--- config.mk ---
export PLATFORM = sky130hd
export DESIGN_NAME = fft_peak_finder
export DESIGN_NICKNAME = d
export VERILOG_FILES = /design/src/rtl/fft_peak_finder.sv
export SDC_FILE = /design/constraint.sdc
export NUM_CORES = 2
export LEC_CHECK = 0
export BUFFER_PORTS_ARGS = -buffer_cell sky130_fd_sc_hd__buf_2
export CORE_MARGIN = 1.5
export CORE_UTILIZATION = 30
export DETAILED_ROUTE_END_ITERATION = 10
export GPL_ROUTABILITY_DRIVEN = 0
export SLEW_MARGIN = 30
export SYNTH_ARGS = -nofsm -noshare
export SYNTH_HDL_FRONTEND = slang
export SYNTH_SLANG_ARGS = --single-unit
--- constraint.sdc ---
create_clock -name clk -period 14.8 [get_ports clk]
set_clock_uncertainty 0.1 [all_clocks]
set_input_delay 2.22 -clock clk [delete_from_list [all_inputs] [get_ports clk]]
set_output_delay 2.22 -clock clk [all_outputs]
set_load 0.01 [all_outputs]
--- src/rtl/fft_peak_finder.sv ---
// Streams FFT bins through a squared-magnitude pipeline and reports the strongest
// positive-frequency bin (DC and mirrored half excluded) once per frame.
module fft_peak_finder #(
    parameter int bit_width = 16,
    parameter int M         = 9,
    parameter int MIN_BIN   = 1
) (
    input  logic                   clk,
    input  logic                   reset,
    input  logic                   start,
    input  logic                   in_valid,
    input  logic [2*bit_width-1:0] in_data,
    input  logic [2*bit_width-1:0] thresh,
    output logic                   busy,
    output logic                   done,
    output logic                   peak_valid,
    output logic [M-1:0]           peak_bin,
    output logic [2*bit_width-1:0] peak_mag
);

    localparam int W2 = 2 * bit_width;
    localparam logic [M-1:0] LAST_TAG = {M{1'b1}};
    localparam logic [M-1:0] MIN_TAG  = M'(MIN_BIN);
    localparam logic [M-1:0] HALF_MAX = {1'b0, {(M-1){1'b1}}};

    typedef enum logic [1:0] {IDLE, SCAN, FLUSH, DONE} state_t;

    // Handshake: a bin is taken on any posedge where in_valid=1, state is SCAN
    // and start is low; there is no backpressure, so gaps simply stall the count.
    state_t state, next_state;

    logic [M-1:0]  cnt;
    logic [W2-1:0] thr_q;
    logic          accept;

    logic                        s0_v, s0_last;
    logic [M-1:0]                s0_tag;
    logic signed [bit_width-1:0] s0_re, s0_im;
    logic signed [W2-1:0]        prod_re, prod_im;

    logic          s1_v, s1_last;
    logic [M-1:0]  s1_tag;
    logic [W2-2:0] s1_p_re, s1_p_im;

    logic          s2_v, s2_last;
    logic [M-1:0]  s2_tag;
    logic [W2-1:0] s2_mag;
    logic          eligible;

    logic [W2-1:0] best_mag;
    logic [M-1:0]  best_bin;
    logic          fin;

    assign accept   = (state == SCAN) && in_valid && !start;
    assign prod_re  = s0_re * s0_re;
    assign prod_im  = s0_im * s0_im;
    assign eligible = (s2_tag >= MIN_TAG) && (s2_tag <= HALF_MAX);

    assign busy = (state == SCAN) || (state == FLUSH);
    assign done = (state == DONE);

    always_comb begin
        next_state = state;
        case (state)
            IDLE:  if (start) next_state = SCAN;
            SCAN: begin
                if (start)                          next_state = SCAN;
                else if (accept && cnt == LAST_TAG) next_state = FLUSH;
            end
            FLUSH: begin
                if (start)    next_state = SCAN;
                else if (fin) next_state = DONE;
            end
            DONE:  next_state = start ? SCAN : IDLE;
            default: next_state = IDLE;
        endcase
    end

    always_ff @(posedge clk) begin
        if (!reset) begin
            state      <= IDLE;
            cnt        <= '0;
            thr_q      <= '0;
            s0_v       <= 1'b0;
            s0_last    <= 1'b0;
            s0_tag     <= '0;
            s0_re      <= '0;
            s0_im      <= '0;
            s1_v       <= 1'b0;
            s1_last    <= 1'b0;
            s1_tag     <= '0;
            s1_p_re    <= '0;
            s1_p_im    <= '0;
            s2_v       <= 1'b0;
            s2_last    <= 1'b0;
            s2_tag     <= '0;
            s2_mag     <= '0;
            best_mag   <= '0;
            best_bin   <= '0;
            fin        <= 1'b0;
            peak_valid <= 1'b0;
            peak_bin   <= '0;
            peak_mag   <= '0;
        end else begin
            state <= next_state;
            if (start) begin
                // Arming (or aborting) discards everything in flight.
                cnt      <= '0;
                thr_q    <= thresh;
                best_mag <= '0;
                best_bin <= MIN_TAG;
                s0_v     <= 1'b0;
                s1_v     <= 1'b0;
                s2_v     <= 1'b0;
                fin      <= 1'b0;
            end else begin
                s0_v    <= accept;
                s0_last <= accept && (cnt == LAST_TAG);
                s0_tag  <= cnt;
                s0_re   <= in_data[W2-1:bit_width];
                s0_im   <= in_data[bit_width-1:0];
                if (accept) cnt <= cnt + 1'b1;

                s1_v    <= s0_v;
                s1_last <= s0_last;
                s1_tag  <= s0_tag;
                s1_p_re <= prod_re[W2-2:0];
                s1_p_im <= prod_im[W2-2:0];

                s2_v    <= s1_v;
                s2_last <= s1_last;
                s2_tag  <= s1_tag;
                s2_mag  <= {1'b0, s1_p_re} + {1'b0, s1_p_im};

                fin <= s2_v && s2_last;
                // Strict compare keeps the earliest (lowest) bin on ties.
                if (s2_v && eligible && (s2_mag > best_mag)) begin
                    best_mag <= s2_mag;
                    best_bin <= s2_tag;
                end
            end
            if (state == FLUSH && fin && !start) begin
                peak_bin   <= best_bin;
                peak_mag   <= best_mag;
                peak_valid <= (best_mag > thr_q);
            end
        end
    end

endmodule

## After elaboration in Yosys (flattened, before gate mapping)

Index checks and enable logic that the tools add are counted.

| cells by class | value |
|---|---|
| add/subtract/negate cells | 2 |
| multiply operators | 2 |
| $lt $le $gt $ge | 4 |
| equal/unequal tests | 7 |
| mux-type cells | 9 |
| bitwise gates (word level) | 1 |
| reduce and logical (&&, ||, !) cells | 15 |

Operators by type and width:

| operator | number |
|---|---|
| $gt 32x32->1 | 2 |
| $mul 16x16->31 | 2 |
| $add 31x31->32 | 1 |
| $mux 2 | 5 |
| $add 9x1->9 const B | 1 |
| $eq 9x9->1 const B | 1 |
| $ge 9x1->1 const B | 1 |
| $le 9x8->1 const B | 1 |
| $logic_and 1x1->1 | 9 |
| $pmux 2 s4 | 1 |
| $eq 2x2->1 const B | 2 |
| $mux 1 | 3 |
| $ne 3x2->1 const B | 1 |
| $ne 3x3->1 const B | 1 |
| $reduce_and 3->1 | 1 |
| $eq 2x1->1 const B | 1 |
| $logic_not 2->1 | 1 |
| $ne 2x2->1 const B | 1 |
| $reduce_bool 2->1 | 1 |
| $reduce_or 2->1 | 1 |
| $logic_not 1->1 | 1 |
| $logic_or 1x1->1 | 1 |
| $not 1->1 | 1 |

| word-level totals | value |
|---|---|
| bits in registers | 286 |
| input port bits | 68 |
| output and inout bits | 44 |
| word-level logic and storage cells | 64 |

## Longest topological paths before layout

| depth | value |
|---|---|
| depth in word-level cells | 7 |
| depth in mapped cells | 25 |
| gate-level depth less buffers | 23 |

## Worst setup path before layout

Ideal clock, no wire load.

| timing | value |
|---|---|
| kind | register to register |
| start | register s0_re[15] |
| end | register s1_p_re[28] |
| library setup time | 0.132 ns |
| data arrival time | 5.968 ns |
| data required time | 14.568 ns |
| slack | 8.600 ns |
| cell stages (with the launch flop) | 21 |
| path buffers | 1 |
| clock period less this slack | 6.200 ns |
| cells stage by stage | dfxtp_1 -> inv_1 -> buf_1 -> nor2_1 -> fa_1 -> inv_1 -> fa_1 -> fa_1 -> fa_1 -> fa_1 -> fa_1 -> inv_1 -> ha_1 -> and3_1 -> a31o_2 -> a2111oi_0 -> o21ai_0 -> a31oi_1 -> o21ai_0 -> xnor2_1 -> o21ai_0 |

| between the ends | value |
|---|---|
| longest elaborated chain between the ends | 1 |

RTL lines:

| element | line | source |
|---|---|---|
| start, declared | 38 | `logic signed [bit_width-1:0] s0_re, s0_im;` |
| start signal, assigned | 120 | `s0_re <= in_data[W2-1:bit_width];` |
| $mul 16x16->31 | 55 | `assign prod_re = s0_re * s0_re;` |
| end signal, assigned | 127 | `s1_p_re <= prod_re[W2-2:0];` |
| end, declared | 43 | `logic [W2-2:0] s1_p_re, s1_p_im;` |

Every way passes these cells.
A chain may end at the register's enable or synchronous reset.

## Worst setup path after layout

Same ends and word-level chain as after synthesis.

==> reports/results.tsv <==
metric	value	unit
power.switching	1.00	mW
grt_first_pass_wirelength	119	mm
drcViolationCount	0	
switching_share	36.4	%
final_max_slew_viol_count	0	
hpwl	56.6	mm
rsz0062_at_grt	false	
grt_pass1_vias	23100	
multi_input_area	22100	um^2
drt_iter0_markers	915	
comb_power_share	36.6	%
path_cells	inv_1 > nor2_1 > fa_1 > fa_1 > fa_1 > fa_1 > fa_1 > inv_1 > fa_1 > inv_1 > ha_1 > nand2_1 > o21ai_0 > a2111oi_0 > o21ai_0 > a31oi_1 > o21ai_0 > xnor2_1 > o21ai_0	
wl_per_cell	14.6	um
num_vias	22100	
vdd_ir_drop_max	0.0741	mV
antenna_found_initial	5	
hold_path_depth	1	
finalHoldViolations	0	
cp.arrival	7.53	ns
period_share	48.7	%
htreeDepth	2	
seq_area_frac_synth	18.3	%
root_buffer	clkbuf_16	
nets	4281	
path_max_fanout	17	
crit_required	15.12	ns
crit_top_cell	fa_1	
drt_wl_total	71.1	mm
io_pins	112	
postLayoutCoreUtil	33.4	%
cts_tree	done	
max_freq	139	MHz
syn_nets	4242	
die_area	105000	um^2
path_clk_slew	0.06	ns
criticalPathCategory	register to register	
final_cell_mix	739 x inv_1, 461 x fa_1, 346 x nand2_1	
layout_commonest_cell	inv_1	
synth_edf_count	0	
clkPwrFrac	31.1	%
synthFlopType	dfxtp_1	
tns	0	ns
internal-power	1.75	mW
postCtsSetupBuffers	0	
ys_ff_latch	284	
syn_inst	3442	
clk_path_buf_depth	3	
rows	117	
ant_nets	0	
grt_usage	13.8	%
cp_slowest_stage_delay	0.80	ns
synthArstFlopShare	0	%
yosys_warnings	0	
max_cap_viol_count	0	
worst-r2r-setup-slack	7.59	ns
io_buffer_count	111	
core_area	102000	um^2
period_minus_slack	7.21	ns
timing.rr.end	s1_p_re[28]	
path_buf_inv	3	
insertion_delay	0.56	ns
first_pass_iters	5	
die_height	325	um
viasPerCell	4.53	
setup-violations-final	0	
fp.dieW	325	um
ctsHoldBuffers	0	
synth.distinct_cells	77	
worstSetupStartpointType	register	
slowest_stage	fa_1	
drive_above_1_share	6.05	%
areaGrowthSynthToFinish	9.89	%
status	complete, no violations	
timing.rr.start	s0_re[15]	
initial_core_util	30.4	%
syn_area	31000	um^2
cts_buffers	35	
power.leakage	16.5	nW
cts-resized-gates	0	
relSlewSlack	37.8	%
hold_class	register to register	
ff_latch_area	5690	um^2
holdPathEnd	s1_v	
min-delay-start	s0_v	
overflow	0	
synth_area_per_cell	9.01	um^2
reg2regPathDepth	19	
fill_cells	10800	
crit_family	adder cells	
power-per-cell-area	80.6	nW/um^2
grt_start_max_net_pins	216	
worstSetupEndpointType	register	
cts.sinks	284	
p_seq_share	32.3	%
tightest_slew	0.932	ns
-- layer usage --
metal	GRT usage, %	up-vias	wire length, um
met4	3.52	4	1600
li1	-	10800	-
met1	17.6	10900	31800
met5	0	-	27
met3	1.54	95	2190
met2	24.7	321	35500
-- logic make-up after synthesis --
logic type	Yosys count	synth area share, %
adders and majority gates	732	40.7
buffers and inverters	865	10.6
and+or+nand+nor	903	13.9
AOI/OAI and AO/OA	413	8.95
muxes	150	4.85
xor gates and xnor gates	95	2.68
DFF	284	18.3
-- synth_stat cells (all sizes together), types with 12 or more instances --
| cell | count | area (um^2) |
|---|---|---|
| nand4 | 22 | 138 |
| nor2b | 116 | 726 |
| buf | 14 | 67.6 |
| a211oi | 22 | 180 |
| and3 | 14 | 87.6 |
| nor2 | 176 | 661 |
| nor3 | 17 | 85.1 |
| and2 | 114 | 713 |
| a21o | 39 | 293 |
| ha | 271 | 3390 |
| clkbuf | 108 | 425 |
| o21a | 14 | 105 |
| a21oi | 89 | 449 |
| mux2i | 148 | 1480 |
| nand3 | 47 | 235 |
| o21ai | 100 | 500 |
| dfxtp | 284 | 5690 |
| o211ai | 12 | 90.1 |
| inv | 740 | 2780 |
| o21bai | 15 | 116 |
| xor2 | 33 | 289 |
| xnor2 | 62 | 543 |
| nand2 | 347 | 1300 |
| a21boi | 50 | 375 |
| fa | 461 | 9230 |
-- flip-flops by register name, indices dropped and copies added (netlist names), 16 cells and up --
signal,count
best_mag,32
peak_mag,32
s0_im,16
s0_re,16
s1_p_im,30
s1_p_re,30
s2_mag,32
thr_q,32
-- power groups by stage --
stage	sequential (mW)	combinational, mW	clock, mW
after detailed placement	0.906	1.02	0
final	0.889	1.00	0.855
after floorplan	0.862	0.791	0
after global routing	0.896	1.16	0.915
after CTS	0.889	1.02	0.884
after global placement	0.905	1.00	0
-- final cells by class --
cell class	count	share of cell area (%)
multi-input combinational	2293	64.7
sequential	284	16.7
inverter	742	8.17
tap	1368	5.02
clock buffer	51	2.92
timing repair buffer	125	2.06
clock inverter	10	0.411
antenna	2	0.0147
-- per-stage QoR --
stage                     cells  worst slack [ns]  hold slack (ns)  area [um^2]  total power, mW
after global routing       4873              7.12            0.349        34100             2.97
after detailed placement   4812              7.62            0.317        32900             1.92
after global placement     4812              7.70            0.310        32900             1.91
after floorplan            3442              8.60            0.306        31000             1.65
after CTS                  4873              7.62            0.329        34100             2.79
final                      4875              7.59            0.325        34100             2.75
-- how the worst max path moves through the flow --
stage                    from     endpoint  slack [ns]  depth (start not counted)
global route        s0_im[12]  s1_p_im[26]        7.12                         21
CTS                 s0_im[12]  s1_p_im[26]        7.62                         21
global placement    s0_im[12]  s1_p_im[26]        7.70                         21
detailed placement  s0_im[12]  s1_p_im[26]        7.62                         21
finish              s0_re[15]  s1_p_re[28]        7.59                         19
floorplan           s0_re[15]  s1_p_re[28]        8.60                         20
(Power assumes the default switching activity.)
